### src/rtl/mem_arbiter.sv
// mem_arbiter: shares one main-memory port between the I-cache miss path and
// the D-cache miss/writeback path.
//   clk, rst            : clock, synchronous active-high reset
//   ic_req_* / ic_wr_data: I-cache one-word request, held until ic_req_ready
//   ic_req_data/ready/err: registered response (ready is a 1-cycle pulse)
//   dc_req_* / dc_lock   : D-cache request; dc_lock keeps ownership after DONE
//   dc_req_data/ready/err: registered response to the D-cache
//   mem_req_*            : registered memory request, held while valid
//   mem_req_data/ready   : memory completion and read data
// Round-robin between caches; a TIMEOUT > 0 bounds each memory access and
// completes it with an error pulse.
module mem_arbiter #(
    parameter int ADDR_W  = 32,
    parameter int DATA_W  = 32,
    parameter int TIMEOUT = 255
) (
    input  logic              clk,
    input  logic              rst,
    input  logic [ADDR_W-1:0] ic_req_addr,
    input  logic              ic_req_valid,
    input  logic              ic_req_wr,
    input  logic [DATA_W-1:0] ic_wr_data,
    output logic [DATA_W-1:0] ic_req_data,
    output logic              ic_req_ready,
    output logic              ic_req_err,
    input  logic [ADDR_W-1:0] dc_req_addr,
    input  logic              dc_req_valid,
    input  logic              dc_req_wr,
    input  logic [DATA_W-1:0] dc_wr_data,
    input  logic              dc_lock,
    output logic [DATA_W-1:0] dc_req_data,
    output logic              dc_req_ready,
    output logic              dc_req_err,
    output logic [ADDR_W-1:0] mem_req_addr,
    output logic              mem_req_valid,
    output logic              mem_req_wr,
    output logic [DATA_W-1:0] mem_wr_data,
    input  logic [DATA_W-1:0] mem_req_data,
    input  logic              mem_req_ready
);
    localparam int CNT_W = (TIMEOUT > 0) ? $clog2(TIMEOUT + 1) : 1;
    localparam logic [CNT_W:0] TO_LIM = (CNT_W + 1)'(TIMEOUT);

    typedef enum logic [1:0] {IDLE, GRANT_I, GRANT_D, DONE} state_t;

    state_t            state_q, state_d;
    logic              last_is_d_q, last_is_d_d;   // owner of the most recent grant
    logic              dlock_q, dlock_d;           // D-cache holds exclusive ownership
    logic [CNT_W-1:0]  cnt_q, cnt_d;
    logic [ADDR_W-1:0] maddr_q, maddr_d;
    logic              mvalid_q, mvalid_d;
    logic              mwr_q, mwr_d;
    logic [DATA_W-1:0] mwdata_q, mwdata_d;
    logic [DATA_W-1:0] icdata_q, icdata_d, dcdata_q, dcdata_d;
    logic              icrdy_q, icrdy_d, icerr_q, icerr_d;
    logic              dcrdy_q, dcrdy_d, dcerr_q, dcerr_d;
    logic              grant_i, grant_d, timed_out, finish;

    // Access expires on the cycle the count would reach TIMEOUT; a real
    // completion in that same cycle takes priority over the error.
    assign timed_out = (TIMEOUT > 0) && (({1'b0, cnt_q} + 1'b1) == TO_LIM);
    assign finish    = mem_req_ready || timed_out;

    always_comb begin
        state_d     = state_q;
        last_is_d_d = last_is_d_q;
        dlock_d     = dlock_q;
        cnt_d       = cnt_q;
        maddr_d     = maddr_q;
        mvalid_d    = mvalid_q;
        mwr_d       = mwr_q;
        mwdata_d    = mwdata_q;
        icdata_d    = icdata_q;
        dcdata_d    = dcdata_q;
        icrdy_d     = 1'b0;
        icerr_d     = 1'b0;
        dcrdy_d     = 1'b0;
        dcerr_d     = 1'b0;
        grant_i     = 1'b0;
        grant_d     = 1'b0;

        case (state_q)
            IDLE: begin
                if (dlock_q) begin
                    // Locked: the I-cache waits even if the D-cache is idle.
                    grant_d = dc_req_valid;
                end else if (ic_req_valid && dc_req_valid) begin
                    grant_d = ~last_is_d_q;
                    grant_i = last_is_d_q;
                end else begin
                    grant_d = dc_req_valid;
                    grant_i = ic_req_valid;
                end
                if (grant_d) begin
                    maddr_d     = dc_req_addr;
                    mwr_d       = dc_req_wr;
                    mwdata_d    = dc_wr_data;
                    mvalid_d    = 1'b1;
                    last_is_d_d = 1'b1;
                    cnt_d       = '0;
                    state_d     = GRANT_D;
                end else if (grant_i) begin
                    maddr_d     = ic_req_addr;
                    mwr_d       = ic_req_wr;
                    mwdata_d    = ic_wr_data;
                    mvalid_d    = 1'b1;
                    last_is_d_d = 1'b0;
                    cnt_d       = '0;
                    state_d     = GRANT_I;
                end
            end
            GRANT_I, GRANT_D: begin
                if (finish) begin
                    mvalid_d = 1'b0;
                    state_d  = DONE;
                    if (state_q == GRANT_I) begin
                        icrdy_d = 1'b1;
                        icerr_d = ~mem_req_ready;
                        if (mem_req_ready && !mwr_q) icdata_d = mem_req_data;
                    end else begin
                        dcrdy_d = 1'b1;
                        dcerr_d = ~mem_req_ready;
                        if (mem_req_ready && !mwr_q) dcdata_d = mem_req_data;
                    end
                end else begin
                    cnt_d = cnt_q + 1'b1;
                end
            end
            DONE: begin
                // Lock is sampled while the D-cache still holds its request.
                dlock_d = last_is_d_q ? dc_lock : 1'b0;
                state_d = IDLE;
            end
            default: state_d = IDLE;
        endcase
    end

    always_ff @(posedge clk) begin
        if (rst) begin
            state_q     <= IDLE;
            last_is_d_q <= 1'b0;
            dlock_q     <= 1'b0;
            cnt_q       <= '0;
            maddr_q     <= '0;
            mvalid_q    <= 1'b0;
            mwr_q       <= 1'b0;
            mwdata_q    <= '0;
            icdata_q    <= '0;
            dcdata_q    <= '0;
            icrdy_q     <= 1'b0;
            icerr_q     <= 1'b0;
            dcrdy_q     <= 1'b0;
            dcerr_q     <= 1'b0;
        end else begin
            state_q     <= state_d;
            last_is_d_q <= last_is_d_d;
            dlock_q     <= dlock_d;
            cnt_q       <= cnt_d;
            maddr_q     <= maddr_d;
            mvalid_q    <= mvalid_d;
            mwr_q       <= mwr_d;
            mwdata_q    <= mwdata_d;
            icdata_q    <= icdata_d;
            dcdata_q    <= dcdata_d;
            icrdy_q     <= icrdy_d;
            icerr_q     <= icerr_d;
            dcrdy_q     <= dcrdy_d;
            dcerr_q     <= dcerr_d;
        end
    end

    assign ic_req_data   = icdata_q;
    assign ic_req_ready  = icrdy_q;
    assign ic_req_err    = icerr_q;
    assign dc_req_data   = dcdata_q;
    assign dc_req_ready  = dcrdy_q;
    assign dc_req_err    = dcerr_q;
    assign mem_req_addr  = maddr_q;
    assign mem_req_valid = mvalid_q;
    assign mem_req_wr    = mwr_q;
    assign mem_wr_data   = mwdata_q;
endmodule

### config.mk
export PLATFORM = sky130hd
export DESIGN_NAME = mem_arbiter
export DESIGN_NICKNAME = d
export VERILOG_FILES = /design/src/rtl/mem_arbiter.sv
export SDC_FILE = /design/constraint.sdc
export NUM_CORES = 1
export LEC_CHECK = 0
export ABC_AREA = 1
export BUFFER_PORTS_ARGS = -buffer_cell sky130_fd_sc_hd__buf_2
export CAP_MARGIN = 10
export CORE_AREA = 3 3 144 104
export DETAILED_ROUTE_END_ITERATION = 8
export DIE_AREA = 0 0 147 107
export PLACE_DENSITY = 0.79
export SLEW_MARGIN = 20
export SYNTH_ARGS = -nofsm -noshare
export SYNTH_HDL_FRONTEND = slang
export SYNTH_SLANG_ARGS = --single-unit
export TNS_END_PERCENT = 5
### constraint.sdc
create_clock -name clk -period 2.3 [get_ports clk]
set_input_delay 0 -clock clk [delete_from_list [all_inputs] [get_ports clk]]
set_output_delay 0 -clock clk [all_outputs]
set_load 0.005 [all_outputs]
; After elaboration in Yosys (flattened, before gate mapping)
; Index checks and enable logic that the tools add are counted.
[word_totals]
rom_bits = 0
wordCells = 74
ff_bits = 146
output_inout_bits = 134
latch_bits = 0
ram_bits = 0
n_memories = 0
[op_classes]
reduce_logical = 17
magnitude_cmp = 0
div = 0
muxes = 29
eq_ne = 7
n_bitwise = 5
addsub = 2
shift = 0
multipliers = 0
[op_table]
columns = operator, count
row1 = two-way mux 32 bit, 4
row2 = two-way mux 8 bit, 3
row3 = two-way mux 1 bit, 16
row4 = case mux 8 bit (2 select lines), 1
row5 = "adder 8 x 1 -> 9 bit, second input constant", 1
row6 = "equality test 9 x 8 -> 1 bit, second input constant", 1
row7 = "adder 8 x 1 -> 8 bit, second input constant", 1
row8 = AND reduction 4 bit, 2
row9 = OR reduction 4 bit, 2
row10 = two-way mux 2 bit, 3
row11 = case mux 2 bit (3 select lines), 1
row12 = AND reduction 3 bit, 2
row13 = NOT 1 bit, 5
row14 = "equality test 2 bit, second input constant", 2
row15 = "!= test 2 bit, second input constant", 2
row16 = AND reduction 2 bit, 2
row17 = nonzero test 2 bit, 2
row18 = "!= test 3 bit, second input constant", 1
row19 = OR reduction 3 bit, 1
row20 = "equality test 2 x 1 -> 1 bit, second input constant", 1
row21 = logical AND 1 bit, 2
row22 = zero test 2 bit, 1
row23 = case mux 1 bit (2 select lines), 1
row24 = OR reduction 2 bit, 1
row25 = 2 further kinds, 2

; Logic depth before layout (Yosys ltp)
; Gate-level depths: netlist (run 1).
[logic_depth]
ltp_word = 7
ltp_mapped = 14

; Least setup slack after synthesis (run 1)
; Ideal clock, no wire load.
[synth_path]
path_kind = register to register
from = register state_q[0]
to = register dcdata_q[10], in the netlist dc_req_data[10]
stages_incl_launch_ff = 10
setup_time_ns = 0.116
required_ns = 2.184
t_arrival_ns = 1.660
period_less_slack_ns = 1.776
path_slack_ns = 0.524
cell_sequence = dfxtp_1 -> inv_1 -> ha_1 -> buf_4 -> inv_2 -> nor3_4 -> nand2_1 -> clkbuf_1 -> o21ai_0 -> nor2_1
[synth_via]
elab_chain_len = 3
word_cells_on_any_way = 5
[synth_lines]
columns = item, line_no
row1 = "start, declared", 46  ; state_t state_q, state_d;
row2 = "start signal, assigned", 155  ; state_q <= state_d;
row3 = equality test 2 x 1 -> 1 bit or equality test 2 bit (tied branches), "82, 116"
row4 = OR reduction 2 bit or NOT 1 bit (tied branches), -
row5 = AND reduction 4 bit (no source line) *, -
row6 = "end signal, assigned", 164  ; dcdata_q <= dcdata_d;
row7 = "end, declared", 54  ; logic [DATA_W-1:0] icdata_q, icdata_d, dcdata_q, dcdata_d;
; Mark *: on every way between the ends. The rest lies on a longest branch, timed or not.
; A chain may end at the register's enable or synchronous reset.

; Worst setup path after layout (run 1)
[layout_path]
from = register state_q[1]
to = register mwdata_q[0], in the netlist mem_wr_data[0]
[layout_via]
elab_chain_len = 2
[layout_lines]
columns = item, line_no
row1 = zero test 2 bit, 82  ; case (state_q)
row2 = AND reduction 2 bit (no source line), -
row3 = "end signal, assigned", 162  ; mwdata_q <= mwdata_d;
row4 = "end, declared", 53  ; logic [DATA_W-1:0] mwdata_q, mwdata_d;
; Every way passes these cells.

==> results of run 1 <==
==> state kept, by name (all words and copies together), names as in the netlist <==
| register | count |
|---|---|
| last_is_d_q | 1 |
| ic_req_ready | 1 |
| dlock_q | 1 |
| dc_req_data | 32 |
| mem_req_addr | 32 |
| dc_req_ready | 1 |
| mem_req_wr | 1 |
| ic_req_data | 32 |
| state_q | 2 |
| dc_req_err | 1 |
| ic_req_err | 1 |
| mem_req_valid | 1 |
| mem_wr_data | 32 |
| cnt_q | 8 |
==> Yosys cell counts (2+ instances only) <==
cell type,instances
nand3_1,109
o21ai_0,33
buf_2,10
buf_6,2
o211ai_1,65
nand2_1,208
clkbuf_1,42
buf_1,7
nor2_1,79
ha_1,6
dfxtp_1,146
inv_1,83
a21oi_1,43
inv_2,2
nand3_2,5
nor2_2,2
==> logic make-up after synthesis <==
kind of cell / Yosys count
flops: 146
fa+ha+maj: 6
simple gates: 411
compound gates: 143
buf+inv: 148
xor+xnor: 2
==> report_power, final <==
group          total (uW)  internal [uW]  leakage (uW)  switching, uW
combinational        5240           2380       0.00360           2860
sequential           3770           3320       0.00120            453
clock                2820           1640      0.000295           1180
==> area by class of cell <==
class                           instances  area, um2
Multi-Input combinational cell        562       2750
Sequential cell                       146       2920
Tap cell                              190        238
Fill cell                             992       3630
Clock inverter                         15        173
Clock buffer                           17        425
Antenna cell                            2       5.00
Inverter                               86        323
Timing Repair Buffer                  479       3320
==> repair_timing <==
item                                    in CTS  in global routing
hold buffers                               164                  0
buffers inserted                             0                  1
resized for setup                            0                  6
endpoints found under the hold margin      132                  0
endpoints found under the setup margin       0                 58
==> placed cells by master, fill, tap and decap left out, types with 2 or more instances in the layout <==
cell type | synthesis | final
a21oi_1 | 43 | 43
buf_12 | 0 | 2
buf_2 | 10 | 301
buf_4 | 1 | 7
buf_6 | 2 | 3
bufinv_16 | 0 | 2
clkbuf_16 | 0 | 18
clkinv_2 | 0 | 2
dfxtp_1 | 146 | 146
diode_2 | 0 | 2
dlygate4sd3_1 | 0 | 163
ha_1 | 6 | 5
inv_1 | 83 | 82
inv_2 | 2 | 4
inv_6 | 0 | 6
inv_8 | 0 | 3
nand2_1 | 208 | 207
nand2_2 | 1 | 2
nand3_1 | 109 | 109
nand3_2 | 5 | 5
nor2_1 | 79 | 79
nor2_2 | 2 | 2
o211ai_1 | 65 | 65
o21ai_0 | 33 | 33
==> worst max-delay path: stages (launching register included) <==
cell	delay (ps)
dfxtp_1	330
inv_1	90
ha_2	190
inv_1	70
a21oi_4	240
clkbuf_16	270
nand3_1	130
dlygate4sd3_1	600
o211ai_1	110
inv_1	60
==> how the worst min path moves through the flow <==
stage | start | endpoint | slack (ps)
after global routing | dc_req_valid | state_q[1] | 140
after CTS | dc_req_valid | last_is_d_q | 100
after floorplan | rst | ic_req_ready | 80
after detailed placement | mem_req_data[1] | dc_req_data[1] | 270
after global placement | mem_req_data[9] | dc_req_data[9] | 270
final | dc_req_valid | last_is_d_q | 120
==> stage by stage <==
stage | instances | hold WS [ps] | utilization [%] | TNS (ps) | total power (uW)
after global routing | 1497 | 140 | 73.6 | -37.6 | 12600
final | 1497 | 120 | 73.6 | 0 | 11800
after floorplan | 856 | 77.3 | - | 0 | 6320
after global placement | 1296 | 268 | 57.0 | 0 | 7730
after detailed placement | 1296 | 274 | 57.0 | 0 | 7810
after CTS | 1492 | 103 | 73.2 | 0 | 11500
==> routing by layer <==
metal | vias to the layer above | global-route usage, % | wire length, um | share of wire (%)
met4 | 0 | 16.2 | 991 | 4.2
met3 | 90 | 7.31 | 2000 | 8.4
met5 | - | 0 | 0 | 0
li1 | 3663 | - | - | -
met1 | 3494 | 32.3 | 8840 | 37
met2 | 420 | 51.4 | 11900 | 50
==> implementation parameters, run 1 <==
Parameter                              Value

Status
  Outcome    completed

Critical path
  Arrival time of the worst setup path    2520 ps
  End point of the critical path    mem_wr_data[0]
  Path depth of the worst reg2reg path    9
  Kind of critical path    flop to flop
  Slack of the worst reg-to-reg path    70 ps
  First element of the critical path    state_q[1]
  Critical register-to-register path endpoint    mem_wr_data[0]
  Biggest fanout along the worst timing path    26
  WP data required    2600 ps
  Endpoint class of the critical path    flop
  Startpoint class of the critical path    flop
  Worst reg2reg startpoint    state_q[1]

Routing
  Routed vias    7,667
  Number of iterations in the first detailed-routing pass    9
  Number of design-rule violations left by the first detailed-router iteration    545
  DRC violation count after routing    0
  Detailed-route wire length per cell    15.9 um
  Final antenna-violating net count    0
  WL final    23,800 um
  Number of vias per cell    5.12

Global routing
  Wire length of the first global-routing pass    37,200 um
  Largest net degree at the start of global routing    108
  Number of antenna violations at the first check in global routing    2
  Global Route Usage Sum    29.1%
  Global-route congestion overflow total    0
  Number of global-route vias before repair    7,670

Yosys
  Fraction of synthesized cell area in xor and xnor cells    0.281%
  Top area cells in the synthesized netlist    dfxtp_1, nand2_1, nand3_1
  Adder-Cell Fraction of Synth Area    1.20%
  Flip-flop and latch count after synthesis    146
  Synthesized cell area    6240 um2
  Dominant combinational cell family by area after synthesis    simple AND/OR/NAND/NOR gates
  Instance count of the mapped netlist    856
  Post-synthesis average cell area    7.30 um2
  Commonest register cell after synthesis    dfxtp_1
  Compound-gate portion of the synthesized area    14.2%
  Part of the Yosys area used for sequential elements    46.8%
  Share of synthesized area spent on multiplexers    0%
  Count of flip-flops with a built-in enable after synthesis    0
  Distinct cells, synth    30
  Net Count, Synth    1,030
  Warnings, synthesis    0
  Largest area contributor in the netlist    dfxtp_1
  Simple logic cell fraction of the synthesized area    28.1%
  Proportion of register bits with asynchronous set or reset after synthesis    0%
  Area fraction of the dominant cell type after synthesis    46.8%

Job
  Number of max-cap violations    0

Hold path
  Worst hold path stage count    5
  Worst Hold Class    input pin to flop

Finish
  Fraction of layout instances using a drive strength above 1    28.1%
  Area added between synthesis and finish    62.6%
  Post-layout nets    1,466
  Final instance area    10,200 um2

STA
  Worst slew slack as a fraction of its limit    61.5%
  Count of endpoints failing setup in the final report    0
  Fmax    449 MHz
  Setup Skew    12.2 ps
  Min setup slack post-route    72.3 ps
  Number of hold violations in the final report    0
  Period minus WS final    2230 ps
  Transition time at the pin with the least slew margin    577 ps
  Period utilization    96.9%
  Final count of pins violating max slew    0

Clocking
  Maximum buffer depth of the clock tree    2
  Clock tree from TritonCTS    done
  Buffer type at the clock tree root    clkbuf_16
  Number of sinks driven by the clock tree    146
  Number of levels the H-tree was split into    4
  CTS buffer count    17
  Clock transition at the registers of the reported paths    60 ps
  Clock latency of the later-clocked register in the worst-skew pair    420 ps

Placement
  Post-DP HPWL    13,100 um
  Gp weighted congestion    0.856
  Post-DP Area    7860 um2
  Pre-CTS worst setup slack    430 ps
  Number of buffers inserted by port buffering    301

Die
  Die Span Y    107 um
  Standard-cell row count    36
  Initial Util    45.3%
  Top Ports    302
  Std-Cell Core Area    13,800 um2
  Die ar.    15,700 um2
  Die span in x    147 um

Power
  Static power due to leakage    0.00510 uW
  Power density over the cells    1170 nW/um2
  Peak supply drop    0.000679 V
Power figures use the tool's default switching activity.
==> run 2, diff against run 1 <==
--- a/config.mk
+++ b/config.mk
@@ -5,12 +5,12 @@
 export SDC_FILE = /design/constraint.sdc
 export NUM_CORES = 1
 export LEC_CHECK = 0
-export ABC_AREA = 1
+export ABC_AREA = 0
 export BUFFER_PORTS_ARGS = -buffer_cell sky130_fd_sc_hd__buf_2
 export CAP_MARGIN = 10
-export CORE_AREA = 3 3 144 104
+export CORE_AREA = 3 3 141 102
 export DETAILED_ROUTE_END_ITERATION = 8
-export DIE_AREA = 0 0 147 107
+export DIE_AREA = 0 0 144 105
 export PLACE_DENSITY = 0.79
 export SLEW_MARGIN = 20
 export SYNTH_ARGS = -nofsm -noshare
==> run 2 against run 1 <==
Effect of this change: global-route usage up 1.7 points; utilization grew 1.8 points; flip-flop and latch count is the same; sequential power decreased by 11%; cell count is 7.5% lower; first-iteration DRC count up 8.4%; wire length is 0.17% higher; critical endpoint is now mem_wr_data[6].
==> implementation parameters, run 2 <==
Parameter                              Value

Clocking
  Buffer type at the clock tree root    clkbuf_16
  Number of sinks driven by the clock tree    146
  Clock tree from TritonCTS    done
  Number of levels the H-tree was split into    4
  Clock latency of the later-clocked register in the worst-skew pair    410 ps
  Maximum buffer depth of the clock tree    2
  Setup fix buffers added after clock tree synthesis    0
  Clock transition at the registers of the reported paths    60 ps
  CTS buffer count    17

STA
  Worst slew slack as a fraction of its limit    58.9%
  Final count of pins violating max slew    0
  Count of endpoints failing setup in the final report    0
  RSZ-0062 raised after global routing    false
  Number of hold violations in the final report    0
  Period minus WS final    2110 ps
  Fmax    474 MHz
  Period utilization    91.6%
  Transition time at the pin with the least slew margin    616 ps
  Setup Skew    11.2 ps
  Sum Neg Setup Slack    0 ps

Routing
  Number of vias per cell    5.36
  Routed vias    7,417
  Final antenna-violating net count    0
  Detailed-route wire length per cell    17.2 um
  Number of design-rule violations left by the first detailed-router iteration    591
  DRC violation count after routing    0
  WL final    23,800 um
  Number of iterations in the first detailed-routing pass    5

Yosys
  Count of flip-flops with a built-in enable after synthesis    0
  Largest area contributor in the netlist    dfxtp_1
  Post-synthesis average cell area    7.80 um2
  Area fraction of the dominant cell type after synthesis    49.0%
  Synthesized cell area    5970 um2
  Most frequent cell after synthesis    nand2_1
  Commonest register cell after synthesis    dfxtp_1
  Flip-flop and latch count after synthesis    146
  Distinct cells, synth    45
  Warnings, synthesis    0
  Top area cells in the synthesized netlist    dfxtp_1, nand2_1, a311oi_1
  Instance count of the mapped netlist    765
  Proportion of register bits with asynchronous set or reset after synthesis    0%
  Part of the Yosys area used for sequential elements    49.0%
  Net Count, Synth    939
  Commonest cells post-synth    nand2_1, dfxtp_1, nor2_1, a21oi_1, a311oi_1

Finish
  Post-layout nets    1,376
  Most frequent cells in the layout    buf_2, nand2_1, dlygate4sd3_1
  Most common cell after layout, fill and taps aside    buf_2
  Footprint of the multi-input gates    2780 um2
  Area added between synthesis and finish    65.5%
  FILL cells    839
  Fraction of layout instances using a drive strength above 1    29.8%
  Area taken by flip-flops and latches    2920 um2
  Final instance area    9870 um2

Critical path
  Biggest fanout along the worst timing path    12
  Kind of critical path    flop to flop
  WP data required    2650 ps
  Endpoint class of the critical path    flop
  Arrival time of the worst setup path    2460 ps
  Startpoint class of the critical path    flop

Die
  Initial Util    45.6%
  Standard-cell row count    35
  Top Ports    302
  Die span in x    144 um
  Die ar.    15,100 um2
  Std-Cell Core Area    13,100 um2
  Die Span Y    105 um

Placement
  Post-DP HPWL    13,300 um
  Post-DP Area    7620 um2
  Number of buffers inserted by port buffering    301
  Gp weighted congestion    0.910

Global routing
  Largest net degree at the start of global routing    67
  Number of global-route vias before repair    7,398
  Number of antenna violations at the first check in global routing    4
  Global Route Usage Sum    30.9%
  Global-route congestion overflow total    0
  Wire length of the first global-routing pass    37,000 um

Power
  Peak supply drop    0.000640 V
  Power density over the cells    965 nW/um2
  Static power due to leakage    0.00449 uW

Status
  Outcome    completed

Hold path
  Worst Hold Class    input pin to flop

Job
  Number of max-cap violations    0
## run 2: changes by cell type in the layout (fill, tap and decap cells not counted), moves of 27 or more
cell      previous run  this run
o21ai_0             33         6
a21oi_1             43        72
o211ai_1            65         1
a311oi_1             0        66
nand2_1            207       270
inv_1               82         4
nand3_1            109         5
## run 2: report_power, final
group | leakage [uW] | switching (uW) | internal, uW
Sequential | 0.00120 | 286 | 3080
Clock | 0.000288 | 1170 | 1590
Combinational | 0.00301 | 1950 | 1440
## run 2: logic make-up (layout without fill, tap and decap cells)
kind of cell / after synthesis / in the layout / share of synthesized area (%)
other cells: 0 / 4 / 0
simple gates: 384 / 384 / 26.3
flops: 146 / 146 / 49.0
buf+inv: 68 / 518 / 4.68
xor+xnor: 4 / 4 / 0.713
compound gates: 157 / 157 / 18.0
fa+ha+maj: 6 / 6 / 1.26
## run 2: repair_timing
item                                    in CTS  in global routing
endpoints found under the setup margin       0                  5
resized for setup                            0                  2
hold buffers                               164                  0
hold endpoints to repair                   132                  0
## run 2: critical path, stage by stage (launching register included)
cell and delay, ps:
dfxtp_1 330, inv_1 110, ha_1 190, inv_1 120
nor2_4 350, nor2_1 90, a311oi_1 270, dlygate4sd3_1 590
## run 2: cell type report
type,count,share of cell area (%)
Sequential cell,146,29.6
Clock buffer,19,4.59
Clock inverter,13,1.42
Tap cell,166,2.10
Inverter,4,0.152
Multi-Input combinational cell,551,28.2
Antenna cell,4,0.101
Timing Repair Buffer,482,33.9
## run 2: through the flow
step	instances	worst slack, ps	hold slack, ps	total power, uW	util, %
finish	1385	192	79.5	9530	75.4
global route	1385	8.98	99.0	10000	75.4
CTS	1381	167	61.3	9390	75.3
detailed placement	1185	242	258	6370	58.2
global placement	1185	311	253	6310	58.2
floorplan	765	494	136	5160	-
## run 2: path summary, 6_finish.rpt
check | endpoint | depth (start not counted) | start | slack (ps)
min reg2reg | ic_req_data[2] | 2 | ic_req_data[2] | 450
max | mem_wr_data[6] | 7 | state_q[1] | 190
max reg2reg | mem_wr_data[6] | 7 | state_q[1] | 190
min | last_is_d_q | 4 | dc_req_valid | 80
## run 2: per-layer routing
layer | track usage [%] | vias up | part of all wire, %
li1 | - | 3478 | -
met1 | 33.1 | 3419 | 37
met2 | 53.3 | 406 | 50
met3 | 8.42 | 114 | 8.0
met4 | 19.2 | 0 | 5.4
met5 | 0 | - | 0
